[src/rtl/multicycle_control_fsm.sv]
// Main control FSM for the multicycle CPU: sequences each instruction through
// fetch/decode/execute/memory/writeback and drives every datapath control.
// Optional build macro MCFSM_MEM_WAIT_EN adds a mem_ready handshake that
// stalls FETCH, MEMRD and MEMWR until memory responds.
module multicycle_control_fsm (
  input  logic       clk,
  input  logic       reset,
`ifdef MCFSM_MEM_WAIT_EN
  input  logic       mem_ready,
`endif
  input  logic [5:0] opcode,
  input  logic       zero,
  output logic       ir_write,
  output logic       pc_en,
  output logic       iord,
  output logic       mem_write,
  output logic       reg_write,
  output logic       reg_dst,
  output logic       mem_to_reg,
  output logic       alu_src_a,
  output logic [1:0] alu_src_b,
  output logic [1:0] alu_op,
  output logic [1:0] pc_src,
  output logic       instr_done,
  output logic       illegal_op,
  output logic [3:0] state
);

  localparam int unsigned STATE_W = 4;

  localparam logic [5:0] OP_RTYPE = 6'b000000;
  localparam logic [5:0] OP_LW    = 6'b100011;
  localparam logic [5:0] OP_SW    = 6'b101011;
  localparam logic [5:0] OP_BEQ   = 6'b000100;
  localparam logic [5:0] OP_ADDI  = 6'b001000;
  localparam logic [5:0] OP_J     = 6'b000010;

  typedef enum logic [STATE_W-1:0] {
    FETCH  = 4'd0,
    DECODE = 4'd1,
    MEMADR = 4'd2,
    MEMRD  = 4'd3,
    MEMWB  = 4'd4,
    MEMWR  = 4'd5,
    EXEC   = 4'd6,
    ALUWB  = 4'd7,
    BRANCH = 4'd8,
    ADDIEX = 4'd9,
    ADDIWB = 4'd10,
    JUMP   = 4'd11
  } state_e;

  state_e state_q;
  state_e state_d;

  logic mem_rdy;
  logic pc_write;
  logic branch;
  logic ir_write_raw;
  logic mem_write_raw;
  logic reg_write_raw;

`ifdef MCFSM_MEM_WAIT_EN
  assign mem_rdy = mem_ready;
`else
  assign mem_rdy = 1'b1;
`endif

  // State register; reset from any state returns to FETCH
  always_ff @(posedge clk) begin
    if (reset) state_q <= FETCH;
    else       state_q <= state_d;
  end

  // Next-state and Moore output decode
  always_comb begin
    state_d       = FETCH;
    ir_write_raw  = 1'b0;
    pc_write      = 1'b0;
    branch        = 1'b0;
    iord          = 1'b0;
    mem_write_raw = 1'b0;
    reg_write_raw = 1'b0;
    reg_dst       = 1'b0;
    mem_to_reg    = 1'b0;
    alu_src_a     = 1'b0;
    alu_src_b     = 2'b00;
    alu_op        = 2'b00;
    pc_src        = 2'b00;
    instr_done    = 1'b0;
    illegal_op    = 1'b0;
    case (state_q)
      FETCH: begin
        ir_write_raw = mem_rdy;
        pc_write     = mem_rdy;
        alu_src_b    = 2'b01;
        state_d      = mem_rdy ? DECODE : FETCH;
      end
      DECODE: begin
        alu_src_b = 2'b11;
        case (opcode)
          OP_LW, OP_SW: state_d = MEMADR;
          OP_RTYPE:     state_d = EXEC;
          OP_BEQ:       state_d = BRANCH;
          OP_ADDI:      state_d = ADDIEX;
          OP_J:         state_d = JUMP;
          default: begin
            illegal_op = 1'b1;
            state_d    = FETCH;
          end
        endcase
      end
      MEMADR: begin
        alu_src_a = 1'b1;
        alu_src_b = 2'b10;
        state_d   = (opcode == OP_LW) ? MEMRD : MEMWR;
      end
      MEMRD: begin
        iord    = 1'b1;
        state_d = mem_rdy ? MEMWB : MEMRD;
      end
      MEMWB: begin
        reg_write_raw = 1'b1;
        mem_to_reg    = 1'b1;
        instr_done    = 1'b1;
      end
      MEMWR: begin
        iord          = 1'b1;
        mem_write_raw = 1'b1;
        instr_done    = mem_rdy;
        state_d       = mem_rdy ? FETCH : MEMWR;
      end
      EXEC: begin
        alu_src_a = 1'b1;
        alu_op    = 2'b10;
        state_d   = ALUWB;
      end
      ALUWB: begin
        reg_write_raw = 1'b1;
        reg_dst       = 1'b1;
        instr_done    = 1'b1;
      end
      BRANCH: begin
        alu_src_a  = 1'b1;
        alu_op     = 2'b01;
        pc_src     = 2'b01;
        branch     = 1'b1;
        instr_done = 1'b1;
      end
      ADDIEX: begin
        alu_src_a = 1'b1;
        alu_src_b = 2'b10;
        state_d   = ADDIWB;
      end
      ADDIWB: begin
        reg_write_raw = 1'b1;
        instr_done    = 1'b1;
      end
      JUMP: begin
        pc_write   = 1'b1;
        pc_src     = 2'b10;
        instr_done = 1'b1;
      end
      default: state_d = FETCH;
    endcase
  end

  // Write enables are suppressed during reset so no partial writeback occurs
  assign ir_write  = ir_write_raw  & ~reset;
  assign mem_write = mem_write_raw & ~reset;
  assign reg_write = reg_write_raw & ~reset;
  assign pc_en     = (pc_write | (branch & zero)) & ~reset;
  assign state     = STATE_W'(state_q);

endmodule

[config.mk]
export PLATFORM = sky130hd
export DESIGN_NAME = multicycle_control_fsm
export DESIGN_NICKNAME = d
export VERILOG_FILES = /design/src/rtl/multicycle_control_fsm.sv
export SDC_FILE = /design/constraint.sdc
export NUM_CORES = 1
export LEC_CHECK = 0
export BUFFER_PORTS_ARGS = -buffer_cell sky130_fd_sc_hd__buf_2
export CORE_MARGIN = 4
export CORE_UTILIZATION = 37
export DETAILED_ROUTE_END_ITERATION = 8
export GPL_ROUTABILITY_DRIVEN = 0
export PLACE_DENSITY = 0.73
export SLEW_MARGIN = 20
export SYNTH_ARGS = -nofsm -noshare
export SYNTH_HDL_FRONTEND = slang
export SYNTH_SLANG_ARGS = --single-unit
[constraint.sdc]
create_clock -name clk -period 1.2 [get_ports clk]
set_clock_uncertainty 0.05 [all_clocks]
set_input_delay 0.24 -clock clk [delete_from_list [all_inputs] [get_ports clk]]
set_output_delay 0.24 -clock clk [all_outputs]
set_load 0.01 [all_outputs]
Word-level counts from Yosys, hierarchy flattened
Cells that the tools add are included.
Word-level totals
  output and inout port bits: 20
  input port bits: 9
  word-level logic and storage cells: 52
  bits in registers: 4
Operators by class
  reductions and logical operators: 10
  equal/unequal tests: 16
  mux-type cells: 18
  bitwise gates (word level): 7
Operator list (count)
  4-bit case mux with 6 select lines: 1
  4-bit case mux with 5 select lines: 1
  4-bit by 3-bit == test with 1-bit output, second input constant: 4
  4-bit == test, second input constant: 4
  6-bit == test, second input constant: 2
  1-bit two-way mux: 12
  6-bit OR reduction: 2
  4-bit by 2-bit == test with 1-bit output, second input constant: 2
  2-bit case mux with 2 select lines: 2
  2-bit OR reduction: 4
  6-bit by 2-bit == test with 1-bit output, second input constant: 1
  6-bit by 3-bit == test with 1-bit output, second input constant: 1
  6-bit by 4-bit == test with 1-bit output, second input constant: 1
  6-bit logical NOT: 1
  2-bit case mux with 3 select lines: 1
  1-bit bitwise AND: 5
  4-bit by 1-bit == test with 1-bit output, second input constant: 1
  4-bit logical NOT: 1
  4-bit OR reduction: 1
  3-bit two-way mux: 1
  3-bit OR reduction: 1
  1-bit inverter: 1
  1-bit OR: 1

Logic depth before layout (Yosys ltp)
Gate-level depths: netlist (run 1).
  depth after elaboration: 5
  depth in mapped cells: 6
  gate-level depth less buffers: 4

Worst setup path after synthesis (run 1)
Ideal clock, no wire load.
  path type: register to output
  from: reg state_q[1], in the netlist state[1]
  to: out pc_en
  buffers on the path: 2
  cell stages (with the launch flop): 5
  required time: 0.910 ns
  setup slack: -0.370 ns
  data arrival time: 1.280 ns
  path through: dfxtp_1 buf_2 clkbuf_1 nand3_1 a211oi_1
On the way
  longest elaborated chain between the ends: 5
  elaborated cells between the ends (all ways): 9
  classes of those cells: eq/ne (2); mux (2); bitwise (3); reduce/logical (2)
Ends and longest elaborated chain
  start: declaration: line 53  | state_e state_q;
  start signal: assignment: line 72  | else state_q <= state_d;
  4-bit == test / 4-bit logical NOT (equally long branches): line 92  | case (state_q)
  2-bit OR reduction (no source line) / 1-bit two-way mux (equally long branches)
  1-bit two-way mux / 1-bit bitwise AND (equally long branches): line 92, 172
  1-bit OR *: line 172  | assign pc_en = (pc_write | (branch & zero)) & ~reset;
  1-bit bitwise AND *: line 172
  end: declaration: line 14  | output logic pc_en,
Every way passes the cells marked *; elsewhere a longest branch is shown, timed or not.

Worst setup path after layout (run 1)
  from: reg state_q[3], in the netlist state[3]
  to: out alu_src_a
On the way
  longest elaborated chain between the ends: 3
  elaborated cells between the ends (all ways): 6
  classes of those cells: eq/ne (4); mux (1); reduce/logical (1)
Ends and longest elaborated chain
  4-bit == test, or another cell as far along: line 92
  4-bit OR reduction (no source line) *
  1-bit two-way mux *: line 92
  end: declaration: line 20  | output logic alu_src_a,
Marked as above.

==> results.ini, run 1 <==
[status]
status=complete, but fails checks
violations=negative setup slack

[clock_network]
cts.sinks=4
cts_tree=yes
cts_buffers=3
htreeDepth=1
clkTransAtPathRegs_ns=0.04
postCtsHoldBufs=0
clockBufferDepth=2
insertion_delay_ns=0.24
cts_root_buf=clkbuf_4

[power]
p_leak_nw=0.5073
finalPower_w=0.0005870
irDropWorstVdd_mv=0.6462
power_density_mw_per_mm2=546.2

[floorplanning]
io_pins=29
die_width_um=44.36
die-height_um=44.36
start_util_pct=41.77
dieArea_mm2=0.001968
core-area_mm2=0.001171
fp-row-count=12

[synthesis]
synth_cell_type_count=30
avgSynthCellArea_um2=6.702
synthCells=73
synth.net_count=82
yosysTopAreaCell=dfxtp_1
yosys-top-cells-area=dfxtp_1, nor2_1, a21oi_1
syn_area_um2=489.2
ys.warnings.count=0
ys_ff_latch=4
synth-seq-area-share_pct=16.37
synth_top_area_share_pct=16.37

[global_route]
grt_first_pass_wirelength_um=3367
grt.overflow.total=0
grt_max_degree=11
antenna_found_initial=0
grt_pass1_vias=746
grtUsageTotal_pct=23.51

[worst_setup_path]
crit_buf_inv=1
worstSetupPathDepth=3
cp_max_fo=5
end_kind=output pin
crit_type=register to output pin
crit_family=flip-flops
crit_chain=or2b_4 > o21ai_0 > buf_2
cp_slowest_cell=dfxtp_2
rr_worst_depth=7
slowest_delay_ns=0.34
arrival_ns=1.31
cp_data_required_time_ns=0.91
start_kind=register

[drt]
drc=0
routed_wl_um=2576
drtAntennaViolNets=0
wl_per_cell_um=17.77
vias=823
drtIter0Drc=28
first_pass_iters=4
via_per_inst=5.676

[timing]
report.final.slew_viol_count=0
rsz0062_at_grt=true
fmax_mhz=623.9
setup_viol=23
min_period_ns=1.603
hold_violations=0
max_slew.worst_pin.slew_ns=0.4022
finalWorstSetupSlack_ns=-0.4028
maxSlewHeadroom_pct=73.12
post-route-period-util_pct=133.6

[placement]
dp_slack_ns=-0.2948
dpl_cell_area_um2=792.0
port_buffers=28
hpwlAfterDp_um=1303

[cells_and_area]
layout.nets=142
drive_gt1_share_pct=70.23
register_area_um2=90.09
fillCellCount=47
fin_area_mm2=0.001075
largest_reg_flops=4
n_antenna_cell=0
multi_input_area_um2=491.7
syn_to_final_growth_pct=119.7

[min_path]
min_path_cells=2
hold_path_class=primary input to register

[flow_run]
drv_cap=0

synthesized netlist by cell type:
cell	number
a2111oi_1	1
a2111oi_2	1
a211oi_1	1
a21oi_1	7
a32oi_1	1
and3_1	2
and4bb_1	1
buf_2	3
buf_6	1
clkbuf_1	2
dfxtp_1	4
inv_1	1
nand2_1	3
nand2b_1	4
nand3_1	3
nor2_1	11
nor2b_1	2
nor3_1	6
nor4_1	3
nor4_2	1
o211ai_1	1
o21ai_0	3
o21ai_1	1
o21bai_1	1
o22ai_1	1
o31ai_1	1
or2_1	1
or2b_1	1
or3_1	1
xor2_1	4
metal layers:
metal  vias to the layer above  routed length (um)  global-route usage, %
met5                         -                   0                      0
met2                        43                1384                  43.60
met1                       388                1019                  24.94
li1                        386                   -                      -
met3                         6                 127                  6.504
met4                         0                  45                  8.434
worst paths after layout:
| check | from | to | slack [ns] |
|---|---|---|---|
| min reg2reg | state[3]$_SDFF_PP0_ | state[0]$_SDFF_PP0_ | 0.56 |
| max | state[3]$_SDFF_PP0_ | alu_src_a | -0.40 |
| min | reset | state[3]$_SDFF_PP0_ | 0.27 |
| max reg2reg | state[0]$_SDFF_PP0_ | state[2]$_SDFF_PP0_ | -0.36 |
final cells by class:
cell class	instances	share of cell area, %
well taps	14	1.630
inverters	1	0.3492
repair buffers	61	41.79
clock buffers	3	2.095
flip-flops and latches	4	8.382
multi-input cells	62	45.75
worst reg2reg max path: cells and delay by family, from the launching register on:
kind	cells	cell delay [ns]
simple gates	2	0.38
buf+inv	3	0.40
flops	1	0.36
compound gates	2	0.28
metrics by stage:
stage               hold slack, ns  cells  setup TNS, ns  utilization [%]
finish                      0.2702    145         -6.291            91.77
CTS                         0.2379    137         -4.838            81.52
global placement            0.4940    128        -0.9806            67.63
detailed placement          0.4982    128         -1.222            67.63
global route                0.2698    145         -7.480            91.77
floorplan                   0.2646     73         -1.010                -
cell families after synthesis:
kind of cell | after synthesis | synth area share (%)
AOI/OAI and AO/OA | 19 | 25.58
xor gates and xnor gates | 4 | 7.160
buffers and inverters | 7 | 7.671
DFF | 4 | 16.37
and+or+nand+nor | 39 | 43.22
power breakdown:
group | switching, W | total [W] | internal [W]
combinational | 0.000128 | 0.000270 | 0.000142
clock | 0.0000620 | 0.000174 | 0.000112
sequential | 0.00000650 | 0.000143 | 0.000136
cells in the final DEF (no fill, tap or decap), types with 2 or more instances in the layout:
cell type  count
buf_4         21
nor2_2         3
nor4_4         2
dfxtp_2        2
xor2_1         4
a21oi_2        2
a21oi_1        4
nor3_1         4
nand2_1        2
nor3_2         2
o21ai_0        3
buf_6         13
and3_1         2
nand2b_4       2
buf_2         26
nand3_1        3
dfxtp_4        2
nor2_1         7
clkbuf_4       3
repair_timing:
action,4_1_cts,5_1_grt
gates resized for setup,24,15
setup endpoints to repair,22,23
pin swaps,9,11
setup buffers,7,8
No activity file was read; power rests on OpenSTA's default activity.
==> run 2: changes to the inputs <==
CORE_MARGIN = unset   (was 4)
REMOVE_ABC_BUFFERS = 1   (was unset)
==> run 2 against run 1 <==
  * Hold slack got worse by 0.020 ns
  * Critical path depth rose by 1
  * The run still ends with negative setup slack left
  * Cell area fell by 9.3%
  * Setup slack improved by 0.029 ns
  * Global-route usage rose by 1.8 points
  * Clock power barely moved
  * Register-to-register slack improved by 0.18 ns
  * First-iteration DRC count fell by 50%
  * Count of clock-buffer cells in the layout did not move
  * Combinational power fell by 20%
  * Power fell by 9.2%
  * Via count fell by 6.8%
==> results.ini, run 2 (synthesis gave the netlist of run 1 again) <==
[clock_network]
clkTransAtPathRegs_ns=0.05  ; about the same
insertion_delay_ns=0.24  ; about the same
cts_buffers=3  ; unchanged
cts_tree=yes
cts.sinks=4  ; unchanged
cts_root_buf=clkbuf_4
clockBufferDepth=2  ; unchanged
htreeDepth=1  ; unchanged

[worst_setup_path]
crit_chain=or2b_4 > buf_4 > o21ai_2 > buf_2
arrival_ns=1.28  ; -0.03 ns
cp_slowest_cell=dfxtp_4
slowest_delay_ns=0.37  ; +0.03 ns
reg2reg_from=state[2]$_SDFF_PP0_
crit_type=register to output pin
crit_start=state[3]$_SDFF_PP0_
cp_max_fo=7  ; +2
cp_data_required_time_ns=0.91  ; about the same
start_kind=register
end_kind=output pin

[timing]
post-route-period-util_pct=131.1  ; -2.5 points
setup_viol=20  ; -13%
hold_violations=0  ; unchanged
rsz0062_at_grt=true
max_slew.worst_pin.slew_ns=0.4008  ; -0.001331 ns
fmax_mhz=635.6  ; +1.9%
finalWorstSetupSlack_ns=-0.3734  ; +0.02945 ns
maxSlewHeadroom_pct=73.21  ; +0.089 points
report.final.slew_viol_count=0  ; unchanged
whs_ns=0.2501  ; -0.02007 ns
min_period_ns=1.573  ; -0.02945 ns

[power]
clock_power_share_pct=33.2  ; +3.5 points
irDropWorstVdd_mv=0.6849  ; +6.0%
switchingPower_w=0.0001800  ; -8.5%
power_density_mw_per_mm2=547.2  ; +0.18%
p_seq_share_pct=26.4  ; +2.1 points
p_int_w=0.0003533  ; -9.5%
pwr-share-comb_pct=40.4  ; -5.6 points
p_leak_nw=0.4605  ; -9.2%
finalPower_w=0.0005333  ; -9.2%
p_sw_share_pct=33.75  ; +0.26 points

[global_route]
antenna_found_initial=0  ; unchanged
grt_first_pass_wirelength_um=2704  ; -20%
grt_pass1_vias=678  ; -9.1%
grtUsageTotal_pct=25.33  ; +1.8 points
grt.overflow.total=0  ; unchanged
grt_max_degree=8  ; -3

[min_path]
min-delay-start=reset
hold_path_class=primary input to register

[drt]
vias=767  ; -6.8%
drc=0  ; unchanged
first_pass_iters=4  ; unchanged
drtIter0Drc=14  ; -50%
routed_wl_um=1962  ; -24%
drtAntennaViolNets=0  ; unchanged
wl_per_cell_um=14.22  ; -20%
via_per_inst=5.558  ; -2.1%

[cells_and_area]
fin_util_pct=83.23  ; -8.5 points
layout_common_cells=buf_2, buf_4, nor2_1, a21oi_1
layout.nets=135  ; -4.9%
drive_gt1_share_pct=62.90  ; -7.3 points
n_antenna_cell=0  ; unchanged
largest_reg_flops=4  ; unchanged
syn_to_final_growth_pct=99.23
layout_commonest_cell=buf_2

[status]
status=complete, but fails checks
violations=negative setup slack

[floorplanning]
io_pins=29  ; unchanged
core-area_mm2=0.001171  ; unchanged
start_util_pct=41.77  ; unchanged
fp-row-count=12  ; unchanged
die-height_um=38.36  ; -14%
die_width_um=38.36  ; -14%
dieArea_mm2=0.001471  ; -25%

[placement]
hpwlAfterDp_um=1169  ; -10%
port_buffers=28  ; unchanged

[flow_run]
drv_cap=0  ; unchanged

run 2: cell types whose count changed in the layout (fill, tap and decap cells not counted), moves of 2 or more:
cell | before | now
dfxtp_4 | 2 | 4
buf_2 | 26 | 28
dfxtp_2 | 2 | 0
buf_6 | 13 | 5
a21oi_1 | 4 | 6
a21oi_2 | 2 | 0
run 2: power groups by stage:
stage | Clock, W | Sequential (W) | Combinational (W)
after global routing | 0.000184 | 0.000141 | 0.000231
final | 0.000177 | 0.000141 | 0.000216
after floorplan | 0 | 0.000154 | 0.0000628
after global placement | 0 | 0.000145 | 0.000161
after detailed placement | 0 | 0.000145 | 0.000165
after CTS | 0.000163 | 0.000143 | 0.000184
run 2: path summary, 6_finish.rpt:
check                             end  slack (ns)  cells past startpoint
hold / removal    state[3]$_SDFF_PP0_        0.25                      2
setup / recovery            alu_src_a       -0.37                      4
setup reg to reg  state[1]$_SDFF_PP0_       -0.18                      5
hold reg to reg   state[0]$_SDFF_PP0_        0.55                      2
run 2: metrics by stage:
stage | worst slack [ns] | area [um^2] | TNS, ns | cells
floorplan | -0.3077 | 455.4 | -3.162 | 67
global placement | -0.2386 | 763.2 | -1.943 | 129
detailed placement | -0.2492 | 763.2 | -2.019 | 129
CTS | -0.3123 | 869.6 | -4.160 | 135
global route | -0.4470 | 974.7 | -6.374 | 138
finish | -0.3734 | 974.7 | -5.432 | 138
run 2: per-layer routing:
metal,global-route usage (%),vias to the layer above,share of wire [%]
met2,56.36,40,52
li1,-,371,-
met1,24.91,350,39
met5,0,-,0
met4,1.724,0,3.5
met3,2.326,6,5.4
run 2: worst max-delay path, delay by kind of cell, from the launching register on:
kind	cells	cell delay (ns)
AOI/OAI and AO/OA	1	0.09
DFF	1	0.37
buffers and inverters	2	0.28
and+or+nand+nor	1	0.30
run 2: what timing repair did:
| item | CTS | global route |
|---|---|---|
| endpoints found under the setup margin | 22 | 20 |
| pin swaps | 4 | 10 |
| gates resized for setup | 20 | 16 |
| hold buffers | 0 | 0 |
| buffers inserted | 3 | 3 |
run 2: layout make-up:
| class | count | area [um^2] |
|---|---|---|
| inverters | 1 | 3.754 |
| well taps | 14 | 17.52 |
| clock buffers | 3 | 22.52 |
| fillers | 71 | 196.4 |
| multi-input cells | 62 | 481.7 |
| repair buffers | 54 | 354.1 |
| flip-flops and latches | 4 | 95.09 |
==> run 3: changes to the inputs <==
CORE_AREA = 2 2 39 41   (was unset)
CORE_UTILIZATION = unset   (was 37)
DIE_AREA = 0 0 41 43   (was unset)
PLACE_DENSITY = 0.69   (was 0.73)
SETUP_SLACK_MARGIN = 0.05   (was unset)
clock period = 1.9 ns   (was 1.2 ns; I/O delays follow)
==> run 3 against run 2 <==
  * The run now ends clean
  * Sequential power decreased by 35%
  * Combinational power decreased by 60%
  * Setup slack improved by 0.52 ns
  * Register-to-register slack improved by 0.67 ns
  * First-iteration DRC count decreased by 43%
  * Routed wire length decreased by 34%
  * Via count decreased by 21%
  * Core utilization decreased by 35 points
  * Critical path depth unchanged
==> results.ini, run 3 (synthesis gave the netlist of run 1 again) <==
[status]
status=completed

[drt]
drtAntennaViolNets=0  ; unchanged
wl_per_cell_um=11.10  ; -22%
first_pass_iters=4  ; unchanged
via_per_inst=5.188  ; -6.7%
drtIter0Drc=8  ; -6
routed_wl_um=1299  ; -34%
drc=0  ; unchanged
vias=607  ; -21%

[worst_setup_path]
rrSetupSlack_ns=0.49  ; +0.67 ns
arrival_ns=1.32  ; +0.04 ns
crit_family=flip-flops
crit_path_frequent_cell=nand2b_1
slowest_delay_ns=0.44  ; +0.07 ns
start_kind=register
cp_max_fo=12  ; +5
crit_chain=nand2b_1 > nand2b_1 > a21oi_1 > buf_2
end_kind=output pin
crit_type=register to output pin
crit_buf_inv=1  ; -1
cp_slowest_cell=dfxtp_2
cp_data_required_time_ns=1.47  ; +0.56 ns

[global_route]
grt.overflow.total=0  ; unchanged
grtUsageTotal_pct=13.84  ; -11 points
grt_max_degree=14  ; +6
antenna_found_initial=0  ; unchanged
grt_pass1_vias=399  ; -41%
grt_first_pass_wirelength_um=1738  ; -36%

[placement]
port_buffers=28  ; unchanged
dp.cells=114  ; -12%
hpwlAfterDp_um=1000  ; -14%

[timing]
fmax_mhz=571.4
post-route-period-util_pct=92.12
maxSlewHeadroom_pct=74.86  ; +1.6 points
report.final.slew_viol_count=0  ; unchanged
setup_viol=0  ; -100%
min_period_ns=1.750
rsz0062_at_grt=false
max_slew.worst_pin.slew_ns=0.3762  ; -0.02466 ns
hold_violations=0  ; unchanged
fin_tns_setup_ns=0  ; +5.432 ns

[floorplanning]
fp-row-count=14  ; +2
dieArea_mm2=0.001763  ; +20%
die-height_um=43  ; +12%
start_util_pct=35.35  ; -6.4 points
io_pins=29  ; unchanged
die_width_um=41  ; +6.9%
core-area_mm2=0.001384  ; +18%

[cells_and_area]
drive_gt1_share_pct=39.60  ; -23 points
largest_reg_flops=4  ; unchanged
layout_common_cells=buf_2, nor2_1, a21oi_1, nor3_1
layout.nets=112  ; -17%
fin_cells=117  ; -15%
fin_util_pct=48.46  ; -35 points
layout_commonest_cell=buf_2
n_antenna_cell=0  ; unchanged
syn_to_final_growth_pct=37.08

[clock_network]
clkTransAtPathRegs_ns=0.04  ; about the same
postCtsHoldBufs=0  ; unchanged
cts_tree=yes
insertion_delay_ns=0.23  ; about the same
clockBufferDepth=2  ; unchanged
cts.sinks=4  ; unchanged
htreeDepth=1  ; unchanged
cts_root_buf=clkbuf_4
cts_setup_buffers=0  ; -3
cts_buffers=3  ; unchanged

[min_path]
hold_path_class=primary input to register

[power]
finalPower_w=0.0002796  ; -48%
p_leak_nw=0.3178  ; -31%
irDropWorstVdd_mv=0.2078  ; -70%
power_density_mw_per_mm2=416.9  ; -24%

[flow_run]
drv_cap=0  ; unchanged

## run 3: cell count changes in the layout (fill, tap and decap cells not counted), sizes merged
cell	change
buf	-23
## run 3: area by class of cell
class | instances | area, um^2
sequential | 4 | 83.83
multi-input combinational | 62 | 377.9
inverter | 1 | 3.754
tap | 16 | 20.02
fill | 147 | 713.2
clock buffer | 3 | 22.52
timing repair buffer | 31 | 162.7
## run 3: routing by layer
layer | share of wire (%) | track usage [%] | up-vias
met5 | 0 | 0 | -
met4 | 0 | 2.000 | 0
li1 | - | - | 323
met1 | 49 | 19.55 | 260
met3 | 8.2 | 4.712 | 0
met2 | 43 | 20.31 | 24
## run 3: path summary, 6_finish.rpt
path,from,cells past startpoint,to
setup / recovery,state[1]$_SDFF_PP0_,4,instr_done
hold / removal,reset,2,state[3]$_SDFF_PP0_
setup reg to reg,state[1]$_SDFF_PP0_,3,state[3]$_SDFF_PP0_
hold reg to reg,state[3]$_SDFF_PP0_,1,state[0]$_SDFF_PP0_
## run 3: stage by stage
stage                     area (um^2)  hold slack, ns  setup slack (ns)
after floorplan                 455.4          0.4121            0.2523
after global placement          638.1          0.5415            0.1482
after detailed placement        638.1          0.5490            0.1393
after CTS                       663.1          0.3732           0.06433
after global routing            670.6          0.3711           0.05040
final                           670.6          0.3716            0.1498
## run 3: report_power, final
group          internal (W)  switching [W]  leakage (nW)
sequential        0.0000874     0.00000494        0.0341
clock             0.0000704      0.0000302        0.0138
combinational     0.0000383      0.0000484         0.270
total              0.000196      0.0000836         0.318
## run 3: what timing repair did
| action | 4_1_cts | 5_1_grt |
|---|---|---|
| resized for setup | 2 | 2 |
| setup endpoints to repair | 3 | 3 |
| pin swaps | 0 | 0 |
